==> src/rtl/request_sequencer.sv <==
// request_sequencer: debounces a raw request button, latches requests and runs one light cycle
// per request (start pulse, wait for done, red hold, clear pulse). Optional watchdog: WATCHDOG_EN.
module request_sequencer #(
  parameter int unsigned DEBOUNCE_CYCLES = 4,
  parameter int unsigned MIN_ROSU_SEC    = 5,
  parameter int unsigned DIV_FACTOR      = 10,
  parameter int unsigned TIMEOUT_CYCLES  = 1000
) (
  input  logic       clk,
  input  logic       rst,
  input  logic       btn_raw,
  input  logic       done_in,
  output logic       enable_out,
  output logic       clear_out,
  output logic       busy,
  output logic       req_pending,
  output logic [7:0] cycle_count,
  output logic       timeout_err
);

  localparam int unsigned DB_W     = (DEBOUNCE_CYCLES > 1) ? $clog2(DEBOUNCE_CYCLES) : 1;
  localparam int unsigned DB_LAST  = (DEBOUNCE_CYCLES > 0) ? DEBOUNCE_CYCLES - 1 : 0;
  localparam int unsigned DIV_W    = (DIV_FACTOR > 1) ? $clog2(DIV_FACTOR) : 1;
  localparam int unsigned DIV_LAST = (DIV_FACTOR > 0) ? DIV_FACTOR - 1 : 0;
  localparam int unsigned SEC_W    = (MIN_ROSU_SEC > 1) ? $clog2(MIN_ROSU_SEC) : 1;
  localparam int unsigned SEC_LAST = (MIN_ROSU_SEC > 0) ? MIN_ROSU_SEC - 1 : 0;
  localparam bit          NO_HOLD  = (MIN_ROSU_SEC == 0);

  typedef enum logic [2:0] {
    S_IDLE,
    S_START,
    S_WAIT_DONE,
    S_HOLD,
    S_CLEAR
  } state_t;

  state_t             state;
  state_t             state_nxt;
  logic               sync_q1;
  logic               sync_q2;
  logic               btn_db;
  logic               btn_db_q;
  logic               btn_rise;
  logic [DB_W-1:0]    db_cnt;
  logic [DIV_W-1:0]   div_cnt;
  logic [SEC_W-1:0]   sec_cnt;
  logic               div_wrap;
  logic               hold_done;
  logic               wd_hit;
  logic               enable_nxt;
  logic               clear_nxt;
  logic               busy_nxt;

  // Two-flop synchronizer feeding a stable-count debouncer
  always_ff @(posedge clk or posedge rst) begin
    if (rst) begin
      sync_q1  <= 1'b0;
      sync_q2  <= 1'b0;
      btn_db   <= 1'b0;
      btn_db_q <= 1'b0;
      db_cnt   <= '0;
    end else begin
      sync_q1  <= btn_raw;
      sync_q2  <= sync_q1;
      btn_db_q <= btn_db;
      if (sync_q2 == btn_db) begin
        db_cnt <= '0;
      end else if (db_cnt == DB_W'(DB_LAST)) begin
        btn_db <= sync_q2;
        db_cnt <= '0;
      end else begin
        db_cnt <= db_cnt + DB_W'(1);
      end
    end
  end

  assign btn_rise = btn_db & ~btn_db_q;

  // Single-bit request latch; a new press beats the clear on the same edge
  always_ff @(posedge clk or posedge rst) begin
    if (rst) begin
      req_pending <= 1'b0;
    end else if (btn_rise) begin
      req_pending <= 1'b1;
    end else if (state == S_IDLE) begin
      req_pending <= 1'b0;
    end
  end

  // Red-hold divider: idle at zero outside S_HOLD, so entry always starts from zero
  assign div_wrap  = (div_cnt == DIV_W'(DIV_LAST));
  assign hold_done = div_wrap && (sec_cnt == SEC_W'(SEC_LAST));

  always_ff @(posedge clk or posedge rst) begin
    if (rst) begin
      div_cnt <= '0;
      sec_cnt <= '0;
    end else if (state != S_HOLD) begin
      div_cnt <= '0;
      sec_cnt <= '0;
    end else if (div_wrap) begin
      div_cnt <= '0;
      sec_cnt <= sec_cnt + SEC_W'(1);
    end else begin
      div_cnt <= div_cnt + DIV_W'(1);
    end
  end

`ifdef WATCHDOG_EN
  localparam int unsigned WD_W    = (TIMEOUT_CYCLES > 1) ? $clog2(TIMEOUT_CYCLES) : 1;
  localparam int unsigned WD_LAST = (TIMEOUT_CYCLES > 0) ? TIMEOUT_CYCLES - 1 : 0;

  logic [WD_W-1:0] wd_cnt;

  assign wd_hit = (state == S_WAIT_DONE) && !done_in && (wd_cnt == WD_W'(WD_LAST));

  // done_in watchdog; the error flag stays set until reset
  always_ff @(posedge clk or posedge rst) begin
    if (rst) begin
      wd_cnt      <= '0;
      timeout_err <= 1'b0;
    end else begin
      if (state != S_WAIT_DONE) begin
        wd_cnt <= '0;
      end else begin
        wd_cnt <= wd_cnt + WD_W'(1);
      end
      if (wd_hit) begin
        timeout_err <= 1'b1;
      end
    end
  end
`else
  assign wd_hit      = 1'b0;
  assign timeout_err = 1'b0;
`endif

  // Next-state and next-output decode
  always_comb begin
    state_nxt = state;
    case (state)
      S_IDLE:      if (req_pending) state_nxt = S_START;
      S_START:     state_nxt = S_WAIT_DONE;
      S_WAIT_DONE: begin
        if (done_in) begin
          state_nxt = NO_HOLD ? S_CLEAR : S_HOLD;
        end else if (wd_hit) begin
          state_nxt = S_CLEAR;
        end
      end
      S_HOLD:      if (hold_done) state_nxt = S_CLEAR;
      S_CLEAR:     state_nxt = S_IDLE;
      default:     state_nxt = S_IDLE;
    endcase
    enable_nxt = (state_nxt == S_START);
    clear_nxt  = (state_nxt == S_CLEAR);
    busy_nxt   = (state_nxt != S_IDLE);
  end

  // State register with registered pulse/status outputs
  always_ff @(posedge clk or posedge rst) begin
    if (rst) begin
      state       <= S_IDLE;
      enable_out  <= 1'b0;
      clear_out   <= 1'b0;
      busy        <= 1'b0;
      cycle_count <= '0;
    end else begin
      state      <= state_nxt;
      enable_out <= enable_nxt;
      clear_out  <= clear_nxt;
      busy       <= busy_nxt;
      if (state == S_CLEAR) begin
        cycle_count <= cycle_count + 8'd1;
      end
    end
  end

endmodule

==> config.mk <==
export PLATFORM = sky130hd
export DESIGN_NAME = request_sequencer
export DESIGN_NICKNAME = d
export VERILOG_FILES = /design/src/rtl/request_sequencer.sv
export SDC_FILE = /design/constraint.sdc
export NUM_CORES = 1
export LEC_CHECK = 0
export CORE_MARGIN = 5
export CORE_UTILIZATION = 52
export DETAILED_ROUTE_END_ITERATION = 12
export PLACE_DENSITY_LB_ADDON = 0.3
export SLEW_MARGIN = 10
export SYNTH_ARGS = -nofsm -noshare
export SYNTH_HDL_FRONTEND = slang
export SYNTH_SLANG_ARGS = --single-unit
==> constraint.sdc <==
create_clock -name clk -period 1.4 [get_ports clk]
set_input_delay 0.21 -clock clk [delete_from_list [all_inputs] [get_ports clk]]
set_output_delay 0.21 -clock clk [all_outputs]
set_load 0.05 [all_outputs]
==> Word level (Yosys, flattened, before mapping) <==
Cells that the tools add are included.
{ "word_totals": {"register_bits": 28, "in_bits": 4, "out_inout_bits": 13, "wordCells": 49} }
{ "classes": {"add_sub_neg": 4, "n_eq_ne": 11, "muxes": 12, "n_bitwise": 3, "n_reduce_logical": 6} }
{ "ops": {"columns": ["cell", "n"], "rows": [
  ["$mux 3", 5],
  ["$pmux 3 s4", 1],
  ["$eq 3x3->1 const B", 3],
  ["$add 8x1->8 const B", 1],
  ["$mux 4", 2],
  ["$eq 3x1->1 const B", 2],
  ["$eq 3x2->1 const B", 2],
  ["$add 4x1->4 const B", 1],
  ["$eq 4x4->1 const B", 1],
  ["$mux 2", 2],
  ["$reduce_bool 2->1", 2],
  ["$add 3x1->3 const B", 1],
  ["$logic_not 3->1", 1],
  ["$ne 3x2->1 const B", 1],
  ["$reduce_bool 3->1", 1],
  ["$add 2x1->2 const B", 1],
  ["$eq 2x2->1 const B", 1],
  ["$mux 1", 2],
  ["$not 1->1", 2],
  ["$reduce_and 2->1", 1],
  ["$and 1x1->1", 1],
  ["$eq 1x1->1", 1],
  ["$logic_and 1x1->1", 1]
]} }

==> Depth between registers and ports, before layout <==
Gate-level depths: netlist (run 1).
{ "logic_depth": {"ltp_word": 5, "ltp_mapped": 5, "depth_no_buf": 5} }

==> Least setup slack after synthesis (run 1) <==
OpenSTA, ideal clock, no wires.
{ "synth_timing": {"kind": "register -> register", "from": "register cycle_count[0]", "to": "register cycle_count[6]", "setup_ps": 82, "arrival_ps": 1309, "required_time_ps": 1318, "setup_slack_ps": 9, "path_stages_with_launch": 5, "path_buffers": 0, "period_less_slack_ps": 1391, "path_cell_list": "dfrtp_1 -> ha_1 -> nand2_1 -> nor3_2 -> xor2_1"} }
{ "synth_via": {"elab_chain_len": 1} }
{ "synth_rtl": {"columns": ["element", "line", "text"], "rows": [
  ["start: declaration", "17", "output logic [7:0] cycle_count,"],
  ["start signal: assignment", "174", "cycle_count <= cycle_count + 8'd1;"],
  ["$add 8x1->8", "174", null]
]} }
No other way between the ends.
A chain may end at the register's enable or synchronous reset.

==> Worst setup path after layout (run 1) <==
{ "layout_timing": {"from": "register div_cnt[1]", "to": "register state[1]"} }
{ "layout_via": {"elab_chain_len": 4} }
{ "layout_rtl": {"columns": ["element", "line", "text"], "rows": [
  ["start: declaration", "45", "logic [DIV_W-1:0] div_cnt;"],
  ["start signal: assignment", "105", "div_cnt <= div_cnt + DIV_W'(1);"],
  ["$eq 4x4->1", "91", "assign div_wrap = (div_cnt == DIV_W'(DIV_LAST));"],
  ["$logic_and 1x1->1", "92", "assign hold_done = div_wrap && (sec_cnt == SEC_W'(SEC_LAST));"],
  ["$mux 3", "151", "S_HOLD: if (hold_done) state_nxt = S_CLEAR;"],
  ["$pmux 3 s4", "141", "case (state)"],
  ["via state_nxt[1]", "38", "state_t state_nxt;"],
  ["end signal: assignment", "169", "state <= state_nxt;"],
  ["end: declaration", "37", "state_t state;"]
]} }
The timed path passes the listed nets, and every way through them passes these cells.

==> results of run 1 <==
==> placed cells by master, fill, tap and decap left out, drive strengths merged, types with 3 or more instances in the layout <==
master         netlist  layout
buf                  1      14
nand3                3       3
inv                  6       6
ha                   6       6
xor2                 7       7
nand2                8       8
clkbuf               0       3
xnor2                5       5
nor2                11      11
clkdlybuf4s50        0       3
nor3                 8       8
dfrtp               28      28
==> routing by layer <==
layer / vias up / wire length, um / part of all wire, % / track usage [%]
li1: 367 / - / - / -
met1: 367 / 775 / 39 / 17.2
met2: 31 / 1030 / 52 / 22.9
met3: 8 / 110 / 5.5 / 2.23
met4: 0 / 74 / 3.7 / 9.60
met5: - / 0 / 0 / 0
==> kinds of logic after synthesis <==
kind of cell	count (synthesis)	synth area share, %
simple gates	39	19.2
flops	28	58.6
xor+xnor	12	8.79
buf+inv	7	2.51
fa+ha+maj	6	6.28
compound gates	5	2.51
mux	2	1.78
other cells	1	0.314
==> worst reg2reg max path, stage by stage, from the launching register on <==
cell and delay (ns):
dfrtp_1 0.42, inv_1 0.07, ha_1 0.18, nand3b_2 0.21, nor3_1 0.24, nor3_1 0.06
==> how the worst min path moves through the flow <==
stage                      startpoint  slack [ns]  depth (start not counted)                          to
floorplan                     btn_raw        0.24                          0           sync_q1$_DFF_PP0_
global placement    sync_q1$_DFF_PP0_        0.33                          0           sync_q2$_DFF_PP0_
detailed placement  sync_q1$_DFF_PP0_        0.33                          0           sync_q2$_DFF_PP0_
CTS                               rst        0.23                          3  cycle_count[4]$_DFFE_PP0N_
global route                      rst        0.25                          3         db_cnt[1]$_DFF_PP0_
finish                            rst        0.23                          3      sec_cnt[1]$_DFFE_PP0P_
==> final cells by class <==
type / instances / area [sq um] / area share [%]
sequential: 28 / 701 / 45.8
multi-input combinational: 65 / 465 / 30.4
timing repair buffer: 17 / 285 / 18.6
tap: 28 / 35.0 / 2.29
clock buffer: 3 / 22.5 / 1.47
inverter: 6 / 22.5 / 1.47
==> registers in the layout, indices dropped and copies added (netlist names) <==
signal	cells
cycle_count	8
div_cnt	4
sec_cnt	3
state	3
db_cnt	2
btn_db	1
btn_db_q	1
busy	1
clear_out	1
enable_out	1
req_pending	1
sync_q1	1
sync_q2	1
==> power groups by stage <==
stage	Sequential [W]	Clock (W)	Combinational [W]
global placement	0.00108	0	0.000421
global route	0.00111	0.000371	0.000540
detailed placement	0.00110	0	0.000468
floorplan	0.00107	0	0.000364
CTS	0.00108	0.000336	0.000470
finish	0.00108	0.000317	0.000458
==> cells in the mapped netlist <==
| library cell | instances |
|---|---|
| xor2_1 | 7 |
| a21oi_1 | 1 |
| o22ai_1 | 2 |
| mux2_2 | 1 |
| xnor2_1 | 5 |
| nand4bb_4 | 1 |
| dfrtp_1 | 28 |
| mux2i_1 | 1 |
| o21bai_1 | 1 |
| nand4b_1 | 1 |
| nand2_1 | 8 |
| nand3b_1 | 1 |
| inv_1 | 6 |
| nand3_1 | 3 |
| nand2b_4 | 1 |
| and2_1 | 1 |
| ha_1 | 6 |
| nor2_1 | 11 |
| nor2b_1 | 1 |
| buf_4 | 1 |
| nand2b_1 | 1 |
| nand4_1 | 1 |
| nor3_2 | 2 |
| conb_1 | 1 |
| nor3_1 | 6 |
| nand3b_2 | 1 |
| o21ai_0 | 1 |
==> per-stage QoR <==
| step | power (W) | util, % | setup slack [ns] | hold slack (ns) | instance area (sq um) |
|---|---|---|---|---|---|
| 3_5_place_dp | 0.00157 | 68.2 | 0.140 | 0.335 | 1510 |
| 4_1_cts | 0.00189 | 69.2 | 0.115 | 0.233 | 1530 |
| 2_1_floorplan | 0.00143 | - | 0.00939 | 0.241 | 1200 |
| 6_report | 0.00186 | 69.2 | 0.117 | 0.231 | 1530 |
| 3_3_place_gp | 0.00150 | 68.2 | 0.201 | 0.331 | 1510 |
| 5_1_grt | 0.00202 | 69.2 | 0.0336 | 0.246 | 1530 |
==> qor.yml, run 1 <==
fp.coreArea_sq_um: 2210
rr_endpoint: "state[1]$_DFF_PP0_"
finClkSkew_ns: 0.00372
fill_cells: 163
critPathKind: "reg2reg"
routed_wl_um: 1990
io_pins: 17
cts_num_sinks: 28
globalRouteOverflowTotal: 0
power.leakage_nw: 0.753
startpoint_type: "register"
status: "finished, final reports clean"
dr.first_iter.drc_count: 6
cap_viol_max_count: 0
worst-r2r-setup-slack_ns: 0.12
rsz0062_at_grt: "no"
final_antenna_net_count: 0
finalCritPeriodShare_pct: 91.6
timing.fmax_mhz: 780
crit_fanout: 7
first_pass_iters: 5
cts_setup_buffers: 0
grt_pass1_wl_um: 3620
syn_nets: 110
syn_to_final_growth_pct: 28.0
die-height_um: 58.0
dp_cells: 144
cpPeakStageDelay_ns: 0.42
drc: 0
port_buffers: 15
cp.depth: 5
crit_family: "simple AND/OR/NAND/NOR gates"
critical_path.slowest_cell: "dfrtp_1"
cts_buffer_depth: 2
synthTopCellsByArea: "dfrtp_1, ha_1, xor2_1"
swShare_pct: 31.2
grt_use_total_pct: 14.1
syn-cell-area_sq_um: 1200
cts_tree: "done"
ys_seq_area_share_pct: 58.6
grt_max_degree: 29
fin_nets: 131
comb_power_share_pct: 24.6
synth_cell_types: 27
powerDensity_nw_per_um2: 1210
dieWidth_um: 58.0
clk_pin_slew_ns: 0.13
hold_viol: 0
fin_crit_ns: 1.28
yosysTopAreaCellShare_pct: 58.6
power_frac_clock_pct: 17.1
viasPerCell: 5.26
gp_congestion: 0.751
rr_startpoint: "div_cnt[1]$_DFF_PP0_"
htree_levels: 1
cp_cell_sequence: "inv_1 > ha_1 > nand3b_2 > nor3_1 > nor3_1"
fp-row-count: 17
finalSetupViolCount: 0
ys_ff_latch: 28
cp-endpoint: "state[1]$_DFF_PP0_"
switchingPower_w: 0.000580
hold_buffers: 0
worst-r2r-cell-count: 5
fp.dieArea_sq_um: 3360
antennaDiodeCount: 0
ctsResizeCount: 0
syn_avg_cell_area_sq_um: 12.0
cp.required_ns: 1.61
syn_inst: 100
post-dp-hpwl_um: 1520
grt_pass1_vias: 808
layout-drive-gt1-share_pct: 19.3
cts_buffers: 3
wl_per_cell_um: 13.6
antenna_found_initial: 0
critPathBufInv: 1
synth_warnings: 0
seq_power_share_pct: 58.3
synth_top_area_cell: "dfrtp_1"
tns_ns: 0
critPathLaunch: "div_cnt[1]$_DFF_PP0_"
vdd_drop_max_uv: 837
clk_latency_ns: 0.32
start_util_pct: 54.1
cp-end-kind: "register"
root_buffer: "clkbuf_4"
p_int_w: 0.00128
hp-class: "in2async"
final_max_slew_viol_count: 0
crit_arrival_ns: 1.50
cpMostUsedCell: "nor3_1"
num_vias: 773
stdcell_count: 147
No activity file was read; power rests on OpenSTA's default activity.
==> inputs of run 2 (changes only) <==
CORE_UTILIZATION = 56   (was 52)
clock period = 1.6 ns   (was 1.4 ns; I/O delays follow)
==> qor.yml, run 2 (synthesized netlist as in run 1, its figures left out) <==
seq_power_share_pct: 56.4
fp-row-count: 16
cpPeakStageDelay_ns: 0.43
fin_area_sq_um: 1410
cp.required_ns: 1.81
dp_cells: 143
fp.dieArea_sq_um: 3160
startpoint_type: "register"
crit_arrival_ns: 1.52
fill_cells: 160
comb_power_share_pct: 23.6
cap_viol_max_count: 0
grt_max_degree: 29
cp-end-kind: "register"
rr_endpoint: "state[1]$_DFF_PP0_"
hold_viol: 0
antenna_found_initial: 0
switchingPower_w: 0.000511
dieWidth_um: 56.2
rr_startpoint: "div_cnt[1]$_DFF_PP0_"
die-height_um: 56.2
crit_fanout: 7
p_total_w: 0.00168
largest_registers: "cycle_count (8), div_cnt (4)"
largest_reg_flops: 8
cpMostUsedCell: "nor3_1"
routed_wl_um: 1900
clk_pin_slew_ns: 0.14
hold_buffers: 0
wl_per_cell_um: 12.9
antennaDiodeCount: 0
p_int_w: 0.00117
place_area_sq_um: 1370
final_common_cell: "dfrtp_1"
powerDensity_nw_per_um2: 1190
viasPerCell: 5.10
swShare_pct: 30.4
finalSetupViolCount: 0
grt_use_total_pct: 13.8
rsz0062_at_grt: "no"
cp_cell_sequence: "inv_1 > ha_1 > nand3b_2 > nor3_1 > nor3_1"
clk_latency_ns: 0.32
power.leakage_nw: 0.723
critical_path.slowest_cell: "dfrtp_1"
max_flop_register: "cycle_count"
final_max_slew_viol_count: 0
gp_congestion: 0.700
grt_pass1_vias: 802
dr.first_iter.drc_count: 7
worst-r2r-cell-count: 5
power_frac_clock_pct: 19.9
vdd_drop_max_uv: 956
fin_nets: 131
syn_to_final_growth_pct: 17.6
layout_common_cells: "dfrtp_1, buf_4, nor2_1, nand2_1, xor2_1"
finClkSkew_ns: 0.00155
io_pins: 17
globalRouteOverflowTotal: 0
grt_pass1_wl_um: 3480
cts_buffers: 3
final_antenna_net_count: 0
fp.coreArea_sq_um: 2000
ctsResizeCount: 0
num_vias: 750
worst-r2r-setup-slack_ns: 0.29
cts_setup_buffers: 0
first_pass_iters: 4
status: "finished, final reports clean"
port_buffers: 15
post-dp-hpwl_um: 1470
critPathLaunch: "div_cnt[1]$_DFF_PP0_"
finalCritPeriodShare_pct: 81.8
start_util_pct: 59.7
htree_levels: 1
tns_ns: 0
timing.fmax_mhz: 764
layout-drive-gt1-share_pct: 20.0
drc: 0
critPathKind: "reg2reg"
cp-endpoint: "state[1]$_DFF_PP0_"
cts_buffer_depth: 2
cts_tree: "done"
fin_crit_ns: 1.31
cts_num_sinks: 28
root_buffer: "clkbuf_4"
stdcell_count: 147
hp-class: "in2async"
[run 2: final cells by class]
| class | count | area, sq um | area share [%] |
|---|---|---|---|
| Clock buffer | 4 | 36.3 | 2.58 |
| Multi-Input combinational cell | 65 | 465 | 33.1 |
| Timing Repair Buffer | 17 | 148 | 10.5 |
| Tap cell | 27 | 33.8 | 2.40 |
| Sequential cell | 28 | 701 | 49.8 |
| Inverter | 6 | 22.5 | 1.60 |
[run 2: critical path, delay by kind of cell, from the launching register on]
kind	cells	cell delay [ns]
simple gates	3	0.50
flops	1	0.43
fa+ha+maj	1	0.18
buf+inv	1	0.08
[run 2: worst min-delay path by stage]
stage,to,slack [ns],cells past startpoint
floorplan,sync_q1$_DFF_PP0_,0.27,0
global placement,sync_q2$_DFF_PP0_,0.33,0
detailed placement,sync_q2$_DFF_PP0_,0.35,0
CTS,div_cnt[3]$_DFF_PP0_,0.27,3
global route,sec_cnt[0]$_DFFE_PP0P_,0.30,3
finish,div_cnt[3]$_DFF_PP0_,0.26,3
[run 2: per-layer routing]
| layer | wire [um] | GRT usage (%) |
|---|---|---|
| met3 | 69 | 2.55 |
| met1 | 751 | 14.7 |
| met4 | 12 | 5.08 |
| met5 | 0 | 0 |
| met2 | 1070 | 26.5 |
[run 2: through the flow]
step | utilization, % | hold WS, ns | setup WS, ns
after floorplan | - | 0.271 | 0.209
after global routing | 70.3 | 0.298 | 0.209
after global placement | 68.4 | 0.335 | 0.410
after CTS | 70.3 | 0.269 | 0.278
after detailed placement | 68.4 | 0.348 | 0.296
final | 70.3 | 0.261 | 0.292
[run 2: power by group through the flow]
| stage | Clock, W | Sequential [W] | Combinational [W] |
|---|---|---|---|
| after floorplan | 0 | 0.000937 | 0.000318 |
| after global placement | 0 | 0.000949 | 0.000369 |
| after detailed placement | 0 | 0.000967 | 0.000405 |
| after CTS | 0.000348 | 0.000951 | 0.000408 |
| after global routing | 0.000371 | 0.000976 | 0.000457 |
| final | 0.000335 | 0.000948 | 0.000397 |
